==> src/rtl/argmax_pkg.sv <==
// Shared types and helpers for the streaming top-2 argmax classifier.
package argmax_pkg;

  // Widest score the compare helper handles; BITWIDTH must stay below this.
  localparam int unsigned MAX_BW = 64;

  typedef enum logic [1:0] {
    IDLE = 2'd0,
    SCAN = 2'd1,
    DONE = 2'd2
  } state_e;

  // Number of scan groups needed to cover all classes (ceiling division).
  function automatic int unsigned groups(input int unsigned classes, input int unsigned lanes);
    return (classes + lanes - 1) / lanes;
  endfunction

  // Strict greater-than on pre-extended operands; the caller extends the
  // scores to MAX_BW according to the signedness it uses.
  function automatic logic gt(input logic [MAX_BW-1:0] a,
                              input logic [MAX_BW-1:0] b,
                              input logic              signed_mode);
    logic r;
    if (signed_mode) begin
      r = ($signed(a) > $signed(b));
    end else begin
      r = (a > b);
    end
    return r;
  endfunction

endpackage

==> src/rtl/argmax_lane_cmp.sv <==
// Combinational insert unit: folds one element into a running top-2 pair.
// Strict comparisons keep the lower index on ties, matching an ascending scan.
module argmax_lane_cmp
  import argmax_pkg::*;
#(
  parameter int unsigned BITWIDTH    = 8,
  parameter int unsigned INDEX_WIDTH = 4,
  parameter int unsigned SIGNED      = 0
) (
  input  logic [BITWIDTH-1:0]    t1_val_i,
  input  logic [INDEX_WIDTH-1:0] t1_idx_i,
  input  logic                   t1_full_i,
  input  logic [BITWIDTH-1:0]    t2_val_i,
  input  logic [INDEX_WIDTH-1:0] t2_idx_i,
  input  logic                   t2_full_i,
  input  logic                   elem_en_i,
  input  logic [BITWIDTH-1:0]    elem_val_i,
  input  logic [INDEX_WIDTH-1:0] elem_idx_i,
  output logic [BITWIDTH-1:0]    t1_val_o,
  output logic [INDEX_WIDTH-1:0] t1_idx_o,
  output logic                   t1_full_o,
  output logic [BITWIDTH-1:0]    t2_val_o,
  output logic [INDEX_WIDTH-1:0] t2_idx_o,
  output logic                   t2_full_o
);

  localparam logic SMODE = (SIGNED != 0);

  // Extend a score to the helper width, sign-filling only in signed mode.
  function automatic logic [MAX_BW-1:0] ext(input logic [BITWIDTH-1:0] v);
    logic sbit;
    sbit = SMODE & v[BITWIDTH-1];
    return {{(MAX_BW-BITWIDTH){sbit}}, v};
  endfunction

  logic gt1_s;
  logic gt2_s;

  assign gt1_s = gt(ext(elem_val_i), ext(t1_val_i), SMODE);
  assign gt2_s = gt(ext(elem_val_i), ext(t2_val_i), SMODE);

  // Insert the element: new maximum demotes old top1, else it may replace top2.
  always_comb begin
    t1_val_o  = t1_val_i;
    t1_idx_o  = t1_idx_i;
    t1_full_o = t1_full_i;
    t2_val_o  = t2_val_i;
    t2_idx_o  = t2_idx_i;
    t2_full_o = t2_full_i;
    if (elem_en_i) begin
      if (!t1_full_i || gt1_s) begin
        t1_val_o  = elem_val_i;
        t1_idx_o  = elem_idx_i;
        t1_full_o = 1'b1;
        t2_val_o  = t1_val_i;
        t2_idx_o  = t1_idx_i;
        t2_full_o = t1_full_i;
      end else if (!t2_full_i || gt2_s) begin
        t2_val_o  = elem_val_i;
        t2_idx_o  = elem_idx_i;
        t2_full_o = 1'b1;
      end else begin
        t2_full_o = t2_full_i;
      end
    end else begin
      t1_full_o = t1_full_i;
    end
  end

endmodule

==> src/rtl/argmax_topk.sv <==
// Streaming top-2 classifier: captures a score vector, scans it LANES
// elements per cycle and presents top1/top2 with their margin.
module argmax_topk
  import argmax_pkg::*;
#(
  parameter int unsigned BITWIDTH    = 8,
  parameter int unsigned CLASSES     = 10,
  parameter int unsigned INDEX_WIDTH = 4,
  parameter int unsigned LANES       = 2,
  parameter int unsigned SIGNED      = 0
) (
  input  logic                          clk,
  input  logic                          rst_n,
  input  logic                          in_valid,
  output logic                          in_ready,
  input  logic [BITWIDTH*CLASSES-1:0]   data_i,
  output logic                          out_valid,
  input  logic                          out_ready,
  output logic [INDEX_WIDTH-1:0]        top1_idx_o,
  output logic [BITWIDTH-1:0]           top1_val_o,
  output logic [INDEX_WIDTH-1:0]        top2_idx_o,
  output logic [BITWIDTH-1:0]           top2_val_o,
  output logic [BITWIDTH:0]             margin_o
);

  localparam int unsigned G      = groups(CLASSES, LANES);
  localparam int unsigned PADN   = G * LANES;
  localparam int unsigned GRP_W  = (G > 1) ? $clog2(G) : 1;
  // Padded element indices stay below 2*CLASSES, so one extra bit suffices.
  localparam int unsigned ELEM_W = INDEX_WIDTH + 1;
  localparam logic        SMODE  = (SIGNED != 0);

  // Extend a score by one bit for the margin subtraction.
  function automatic logic [BITWIDTH:0] sx(input logic [BITWIDTH-1:0] v);
    return {SMODE & v[BITWIDTH-1], v};
  endfunction

  state_e                      state_q, state_d;
  logic [BITWIDTH*CLASSES-1:0] data_q, data_d;
  logic [GRP_W-1:0]            grp_q, grp_d;
  logic [BITWIDTH-1:0]         w1_val_q, w1_val_d, w2_val_q, w2_val_d;
  logic [INDEX_WIDTH-1:0]      w1_idx_q, w1_idx_d, w2_idx_q, w2_idx_d;
  logic                        w1_full_q, w1_full_d, w2_full_q, w2_full_d;
  logic [INDEX_WIDTH-1:0]      r1_idx_q, r1_idx_d, r2_idx_q, r2_idx_d;
  logic [BITWIDTH-1:0]         r1_val_q, r1_val_d, r2_val_q, r2_val_d;
  logic [BITWIDTH:0]           margin_q, margin_d;
  logic                        in_ready_q, in_ready_d;
  logic                        out_valid_q, out_valid_d;

  // Captured vector zero-padded so the partial last group indexes in range.
  logic [PADN*BITWIDTH-1:0]    data_pad_s;
  assign data_pad_s = (PADN*BITWIDTH)'(data_q);

  logic [BITWIDTH-1:0]    c1_val_s  [LANES+1];
  logic [INDEX_WIDTH-1:0] c1_idx_s  [LANES+1];
  logic                   c1_full_s [LANES+1];
  logic [BITWIDTH-1:0]    c2_val_s  [LANES+1];
  logic [INDEX_WIDTH-1:0] c2_idx_s  [LANES+1];
  logic                   c2_full_s [LANES+1];

  assign c1_val_s[0]  = w1_val_q;
  assign c1_idx_s[0]  = w1_idx_q;
  assign c1_full_s[0] = w1_full_q;
  assign c2_val_s[0]  = w2_val_q;
  assign c2_idx_s[0]  = w2_idx_q;
  assign c2_full_s[0] = w2_full_q;

  // One insert unit per lane, chained in ascending element order.
  for (genvar l = 0; l < LANES; l++) begin : g_lane
    logic [ELEM_W-1:0]   e_idx_s;
    logic                e_en_s;
    logic [BITWIDTH-1:0] e_val_s;

    assign e_idx_s = ELEM_W'(grp_q) * ELEM_W'(LANES) + ELEM_W'(l);
    assign e_en_s  = (e_idx_s < ELEM_W'(CLASSES));
    assign e_val_s = data_pad_s[e_idx_s*BITWIDTH +: BITWIDTH];

    argmax_lane_cmp #(
      .BITWIDTH    (BITWIDTH),
      .INDEX_WIDTH (INDEX_WIDTH),
      .SIGNED      (SIGNED)
    ) u_cmp (
      .t1_val_i   (c1_val_s[l]),
      .t1_idx_i   (c1_idx_s[l]),
      .t1_full_i  (c1_full_s[l]),
      .t2_val_i   (c2_val_s[l]),
      .t2_idx_i   (c2_idx_s[l]),
      .t2_full_i  (c2_full_s[l]),
      .elem_en_i  (e_en_s),
      .elem_val_i (e_val_s),
      .elem_idx_i (e_idx_s[INDEX_WIDTH-1:0]),
      .t1_val_o   (c1_val_s[l+1]),
      .t1_idx_o   (c1_idx_s[l+1]),
      .t1_full_o  (c1_full_s[l+1]),
      .t2_val_o   (c2_val_s[l+1]),
      .t2_idx_o   (c2_idx_s[l+1]),
      .t2_full_o  (c2_full_s[l+1])
    );
  end

  // Next-state logic: accept in IDLE, fold one group per SCAN cycle, hold in DONE.
  always_comb begin
    state_d   = state_q;
    data_d    = data_q;
    grp_d     = grp_q;
    w1_val_d  = w1_val_q;
    w1_idx_d  = w1_idx_q;
    w1_full_d = w1_full_q;
    w2_val_d  = w2_val_q;
    w2_idx_d  = w2_idx_q;
    w2_full_d = w2_full_q;
    r1_idx_d  = r1_idx_q;
    r1_val_d  = r1_val_q;
    r2_idx_d  = r2_idx_q;
    r2_val_d  = r2_val_q;
    margin_d  = margin_q;
    case (state_q)
      IDLE: begin
        if (in_valid && in_ready_q) begin
          data_d    = data_i;
          grp_d     = '0;
          w1_full_d = 1'b0;
          w2_full_d = 1'b0;
          state_d   = SCAN;
        end else begin
          state_d = IDLE;
        end
      end
      SCAN: begin
        w1_val_d  = c1_val_s[LANES];
        w1_idx_d  = c1_idx_s[LANES];
        w1_full_d = c1_full_s[LANES];
        w2_val_d  = c2_val_s[LANES];
        w2_idx_d  = c2_idx_s[LANES];
        w2_full_d = c2_full_s[LANES];
        grp_d     = grp_q + GRP_W'(1);
        if (grp_q == GRP_W'(G - 1)) begin
          r1_idx_d = c1_idx_s[LANES];
          r1_val_d = c1_val_s[LANES];
          r2_idx_d = c2_idx_s[LANES];
          r2_val_d = c2_val_s[LANES];
          margin_d = sx(c1_val_s[LANES]) - sx(c2_val_s[LANES]);
          state_d  = DONE;
        end else begin
          state_d = SCAN;
        end
      end
      DONE: begin
        if (out_ready) begin
          state_d = IDLE;
        end else begin
          state_d = DONE;
        end
      end
      default: begin
        state_d = IDLE;
      end
    endcase
    in_ready_d  = (state_d == IDLE);
    out_valid_d = (state_d == DONE);
  end

  // State, capture, working and result registers; reset aborts any scan.
  always_ff @(posedge clk or negedge rst_n) begin
    if (!rst_n) begin
      state_q     <= IDLE;
      data_q      <= '0;
      grp_q       <= '0;
      w1_val_q    <= '0;
      w1_idx_q    <= '0;
      w1_full_q   <= 1'b0;
      w2_val_q    <= '0;
      w2_idx_q    <= '0;
      w2_full_q   <= 1'b0;
      r1_idx_q    <= '0;
      r1_val_q    <= '0;
      r2_idx_q    <= '0;
      r2_val_q    <= '0;
      margin_q    <= '0;
      in_ready_q  <= 1'b0;
      out_valid_q <= 1'b0;
    end else begin
      state_q     <= state_d;
      data_q      <= data_d;
      grp_q       <= grp_d;
      w1_val_q    <= w1_val_d;
      w1_idx_q    <= w1_idx_d;
      w1_full_q   <= w1_full_d;
      w2_val_q    <= w2_val_d;
      w2_idx_q    <= w2_idx_d;
      w2_full_q   <= w2_full_d;
      r1_idx_q    <= r1_idx_d;
      r1_val_q    <= r1_val_d;
      r2_idx_q    <= r2_idx_d;
      r2_val_q    <= r2_val_d;
      margin_q    <= margin_d;
      in_ready_q  <= in_ready_d;
      out_valid_q <= out_valid_d;
    end
  end

  assign in_ready   = in_ready_q;
  assign out_valid  = out_valid_q;
  assign top1_idx_o = r1_idx_q;
  assign top1_val_o = r1_val_q;
  assign top2_idx_o = r2_idx_q;
  assign top2_val_o = r2_val_q;
  assign margin_o   = margin_q;

endmodule

==> config.mk <==
export PLATFORM = sky130hd
export DESIGN_NAME = argmax_topk
export DESIGN_NICKNAME = d
export VERILOG_FILES = /design/src/rtl/argmax_pkg.sv /design/src/rtl/argmax_lane_cmp.sv /design/src/rtl/argmax_topk.sv
export SDC_FILE = /design/constraint.sdc
export NUM_CORES = 1
export LEC_CHECK = 0
export ABC_AREA = 1
export BUFFER_PORTS_ARGS = -buffer_cell sky130_fd_sc_hd__clkbuf_2
export CORE_AREA = 3 3 151 109
export CTS_CLUSTER_DIAMETER = 200
export DETAILED_ROUTE_END_ITERATION = 6
export DIE_AREA = 0 0 154 112
export PLACE_DENSITY_LB_ADDON = 0.2
export SLEW_MARGIN = 20
export SYNTH_ARGS = -nofsm -noshare
export SYNTH_HDL_FRONTEND = slang
export SYNTH_HIERARCHICAL = 1
export SYNTH_SLANG_ARGS = --single-unit
==> constraint.sdc <==
create_clock -name clk -period 5.8 [get_ports clk]
set_input_delay 0.58 -clock clk [delete_from_list [all_inputs] [get_ports clk]]
set_output_delay 0.58 -clock clk [all_outputs]
set_load 0.01 [all_outputs]
==> impl_results.html <==
<table>
<tr><th>Metric</th><th>Value</th></tr>
<tr><th colspan="2">Route</th></tr>
<tr><td>Initial drt markers</td><td>~730</td></tr>
<tr><td>Number of remaining DRC errors</td><td>0</td></tr>
<tr><td>Antenna-violating nets left</td><td>0</td></tr>
<tr><td>Number of detailed-routing iterations run before antenna repair</td><td>6</td></tr>
<tr><td>DRT Wirelength</td><td>between 20,000 and 25,000 um</td></tr>
<tr><td>Vias/cell</td><td>approximately 5.4</td></tr>
<tr><td>Routed wirelength normalized by instance count</td><td>roughly 16 um</td></tr>
<tr><td>Via count</td><td>between 7,000 and 8,000</td></tr>
<tr><th colspan="2">Critical path</th></tr>
<tr><td>Worst reg2reg path depth</td><td>37</td></tr>
<tr><td>Required @ worst endpoint</td><td>about 6200 ps</td></tr>
<tr><td>Category of the most critical setup path</td><td>flop to flop</td></tr>
<tr><td>Endpoint kind of the worst setup timing path</td><td>flop</td></tr>
<tr><td>Stages on the worst setup path</td><td>37</td></tr>
<tr><td>Delay contributed by the slowest stage of the critical path</td><td>slightly below 600 ps</td></tr>
<tr><td>Worst path buffer plus inverter count</td><td>4</td></tr>
<tr><td>Register-to-Register Setup Slack</td><td>about 380 ps</td></tr>
<tr><td>Worst path most repeated cell</td><td>nand2_1</td></tr>
<tr><td>CP arrival</td><td>~5800 ps</td></tr>
<tr><td>Endpoint of the worst-slack reg-to-reg timing path</td><td>margin_o[4]</td></tr>
<tr><td>Crit path launch type</td><td>flop</td></tr>
<tr><td>CP delay by family, top</td><td>simple AND/OR/NAND/NOR gates</td></tr>
<tr><td>Critical path fanouts, max</td><td>22</td></tr>
<tr><td>Slowest-stage cell, CP</td><td>dfrtp_4</td></tr>
<tr><td>Setup crit start</td><td>grp_q[1]</td></tr>
<tr><td>Origin of the critical flop-to-flop path</td><td>grp_q[1]</td></tr>
<tr><th colspan="2">Layout</th></tr>
<tr><td>NumNets Final</td><td>about 1,300</td></tr>
<tr><td>Fraction of final layout cells with drive strength greater than 1</td><td>0.178</td></tr>
<tr><td>Most frequent cells in the layout</td><td>nand2_1, dfrtp_1, inv_1</td></tr>
<tr><td>Final Util</td><td>0.661</td></tr>
<tr><td>Leading cell type in the layout, fill and taps excluded</td><td>nand2_1</td></tr>
<tr><td>Number of antenna cells inserted</td><td>0</td></tr>
<tr><td>Post-route cell area</td><td>~10,000 sq um</td></tr>
<tr><td>Layout Area Growth over Synthesis</td><td>14.3%</td></tr>
<tr><th colspan="2">Floorplan</th></tr>
<tr><td>Width of the chip</td><td>between 150 and 200 um</td></tr>
<tr><td>Core footprint</td><td>around 15,000 sq um</td></tr>
<tr><td>Initial Util</td><td>0.579</td></tr>
<tr><td>Height of the die</td><td>approximately 110 um</td></tr>
<tr><td>Top Ports</td><td>~120</td></tr>
<tr><td>FP Rows</td><td>38</td></tr>
<tr><td>Die Footprint</td><td>17,200 sq um</td></tr>
<tr><th colspan="2">Yosys</th></tr>
<tr><td>Area fraction in and, or, nand and nor cells after synthesis</td><td>0.225</td></tr>
<tr><td>Number of warnings reported in the yosys synthesis log</td><td>6</td></tr>
<tr><td>Mux share of post-synthesis cell area</td><td>0.0829</td></tr>
<tr><td>Ys async rst share</td><td>1.00</td></tr>
<tr><td>Mean area per synthesized cell</td><td>about 8 sq um</td></tr>
<tr><td>Share of synthesized area occupied by flip-flops and latches</td><td>0.414</td></tr>
<tr><td>Parity-gate share of the synthesized area counting xor and xnor cells</td><td>0.00397</td></tr>
<tr><td>Post-synth EDFFs</td><td>0</td></tr>
<tr><td>Most used DFF post-synth</td><td>dfrtp_1</td></tr>
<tr><td>Combinational family with the most area after synthesis</td><td>simple AND/OR/NAND/NOR gates</td></tr>
<tr><td>Synthesized instance count</td><td>roughly 1,100</td></tr>
<tr><td>Adder-cell area share of the yosys netlist</td><td>0.0632</td></tr>
<tr><td>Synthesis-stage register bit count</td><td>between 100 and 150</td></tr>
<tr><td>Post-Syn Area</td><td>between 8000 and 9000 sq um</td></tr>
<tr><td>Syn nets</td><td>approximately 1,200</td></tr>
<tr><td>Synthesized-area fraction occupied by ao, oa, aoi and oai cells</td><td>0.111</td></tr>
<tr><td>Count of cell types in the netlist</td><td>37</td></tr>
<tr><th colspan="2">Placed design</th></tr>
<tr><td>Total cell area at the placement stage</td><td>between 9000 and 10,000 sq um</td></tr>
<tr><td>Pre-CTS setup slack</td><td>154 ps</td></tr>
<tr><td>Placed wire-length estimate</td><td>between 15,000 and 20,000 um</td></tr>
<tr><td>GPL Wtd Cong</td><td>~0.96</td></tr>
<tr><td>PortBufs</td><td>118</td></tr>
<tr><th colspan="2">Clocking</th></tr>
<tr><td>CTS tree</td><td>yes</td></tr>
<tr><td>Clock H-tree levels</td><td>4</td></tr>
<tr><td>CTS Sinks</td><td>approximately 150</td></tr>
<tr><td>Number of CTS-inserted buffers</td><td>17</td></tr>
<tr><td>Root buffer cell</td><td>clkbuf_16</td></tr>
<tr><td>Clock insertion delay at the later pin of the skew report</td><td>roughly 440 ps</td></tr>
<tr><td>Hold-fix buffers, CTS</td><td>0</td></tr>
<tr><td>Clock transition at path regs</td><td>60 ps</td></tr>
<tr><td>Buffer depth of the longest clock path</td><td>2</td></tr>
<tr><th colspan="2">Global routing</th></tr>
<tr><td>Overflow after GRT</td><td>0</td></tr>
<tr><td>First-pass GRT wire length</td><td>approximately 36,000 um</td></tr>
<tr><td>Antenna violations before repair</td><td>0</td></tr>
<tr><td>Global-route usage over all layers</td><td>0.264</td></tr>
<tr><td>Vias in the first global route</td><td>between 7,000 and 8,000</td></tr>
<tr><td>Maximum number of pins on one net before global-route repair</td><td>87</td></tr>
<tr><th colspan="2">STA</th></tr>
<tr><td>Worst-case headroom to the max-slew limit</td><td>0.430</td></tr>
<tr><td>Min Clock Period, post-route</td><td>~5400 ps</td></tr>
<tr><td>Final setup violation count</td><td>0</td></tr>
<tr><td>Highest attainable clock frequency</td><td>between 150 and 200 MHz</td></tr>
<tr><td>Pin slew with the least headroom to its limit</td><td>between 800 and 900 ps</td></tr>
<tr><td>Final hold vios</td><td>0</td></tr>
<tr><td>Final period util</td><td>0.934</td></tr>
<tr><td>TNS Setup</td><td>0 ps</td></tr>
<tr><td>Clock Skew</td><td>about 12 ps</td></tr>
<tr><td>Pins over their slew limit</td><td>0</td></tr>
<tr><td>Setup repair after global routing missed its margin</td><td>false</td></tr>
<tr><td>Post-layout worst setup margin</td><td>around 380 ps</td></tr>
<tr><th colspan="2">Worst hold path</th></tr>
<tr><td>Worst hold path type</td><td>input pin to async pin</td></tr>
<tr><th colspan="2">Flow run</th></tr>
<tr><td>Max Cap Violations</td><td>0</td></tr>
<tr><th colspan="2">Run status</th></tr>
<tr><td>Outcome</td><td>finished clean</td></tr>
</table>
sequential cells by signal, summed over array words and instances (netlist names), 8 cells and up:
register	flops
margin_o	9
data_pad_s	80
top2_val_o	8
top1_val_o	8
w1_val_q	8
w2_val_q	8
cell families after synthesis:
kind of cell,after synthesis
xor gates and xnor gates,4
muxes,65
AOI/OAI and AO/OA,177
other,2
DFF,146
adders and majority gates,44
and+or+nand+nor,460
buffers and inverters,202
cell usage after synthesis (2+ instances only):
| library cell | n | area share |
|---|---|---|
| a21o_1 | 2 | 0.0017 |
| o21ai_1 | 6 | 0.0034 |
| o22ai_1 | 2 | 0.0014 |
| nor2_1 | 58 | 0.025 |
| clkbuf_1 | 21 | 0.0089 |
| nand3_1 | 90 | 0.051 |
| nand3b_1 | 11 | 0.0094 |
| buf_2 | 17 | 0.0096 |
| dfrtp_1 | 146 | 0.41 |
| or2_2 | 4 | 0.0028 |
| a21oi_1 | 43 | 0.024 |
| o31ai_1 | 2 | 0.0017 |
| nand2_1 | 274 | 0.12 |
| nand4_1 | 5 | 0.0035 |
| clkbuf_2 | 2 | 0.0011 |
| o21a_1 | 2 | 0.0017 |
| nor2_2 | 3 | 0.0021 |
| nand2_4 | 4 | 0.0051 |
| nor2_4 | 3 | 0.0038 |
| xor2_1 | 3 | 0.0030 |
| buf_4 | 6 | 0.0051 |
| buf_6 | 8 | 0.010 |
| ha_1 | 43 | 0.061 |
| conb_1 | 2 | 0.00085 |
| inv_1 | 144 | 0.061 |
| o21ai_0 | 99 | 0.056 |
| nand2_2 | 6 | 0.0043 |
| o21ai_2 | 21 | 0.021 |
| mux2_1 | 65 | 0.083 |
timing repair:
| item | CTS | global route |
|---|---|---|
| resized for setup | 0 | 20 |
| buffers inserted | 0 | 5 |
| endpoints found under the setup margin | 0 | 8 |
stage by stage:
stage / instances / hold WS [ps]
after global placement: 1374 / 468
after global routing: 1411 / 249
after floorplan: 1100 / 284
after detailed placement: 1374 / 470
final: 1411 / 185
after CTS: 1406 / 221
worst reg2reg max path, delay by kind of cell, from the launching register on:
kind	cells	cell delay, ps
adders and majority gates	4	1230
and+or+nand+nor	26	2620
DFF	1	580
AOI/OAI and AO/OA	2	330
buffers and inverters	4	480
xor gates and xnor gates	1	150
area by class of cell:
class	instances	area [sq um]
clock inverter	15	121
fill	1315	5170
multi-input combinational	752	4350
inverter	146	552
sequential	146	3660
timing repair buffer	135	737
clock buffer	17	425
tap	200	250
per-layer routing:
| metal | vias to the layer above | track usage | wire length [um] |
|---|---|---|---|
| met1 | 3501 | 0.404 | 10800 |
| met5 | - | 0 | 0 |
| met2 | 302 | 0.369 | 9280 |
| li1 | 3734 | - | - |
| met4 | 0 | 0.0724 | 223 |
| met3 | 22 | 0.0699 | 1970 |
how the worst max path moves through the flow:
stage,end,slack (ps)
6_report,margin_o[4],380
3_3_place_gp,margin_o[8],240
5_1_grt,margin_o[4],20
4_1_cts,margin_o[4],120
2_1_floorplan,margin_o[4],1220
3_5_place_dp,margin_o[4],150
Power is left out: the tool's default activity adds up to more than one toggle a clock period on the data nets, which glitch-free logic cannot reach.
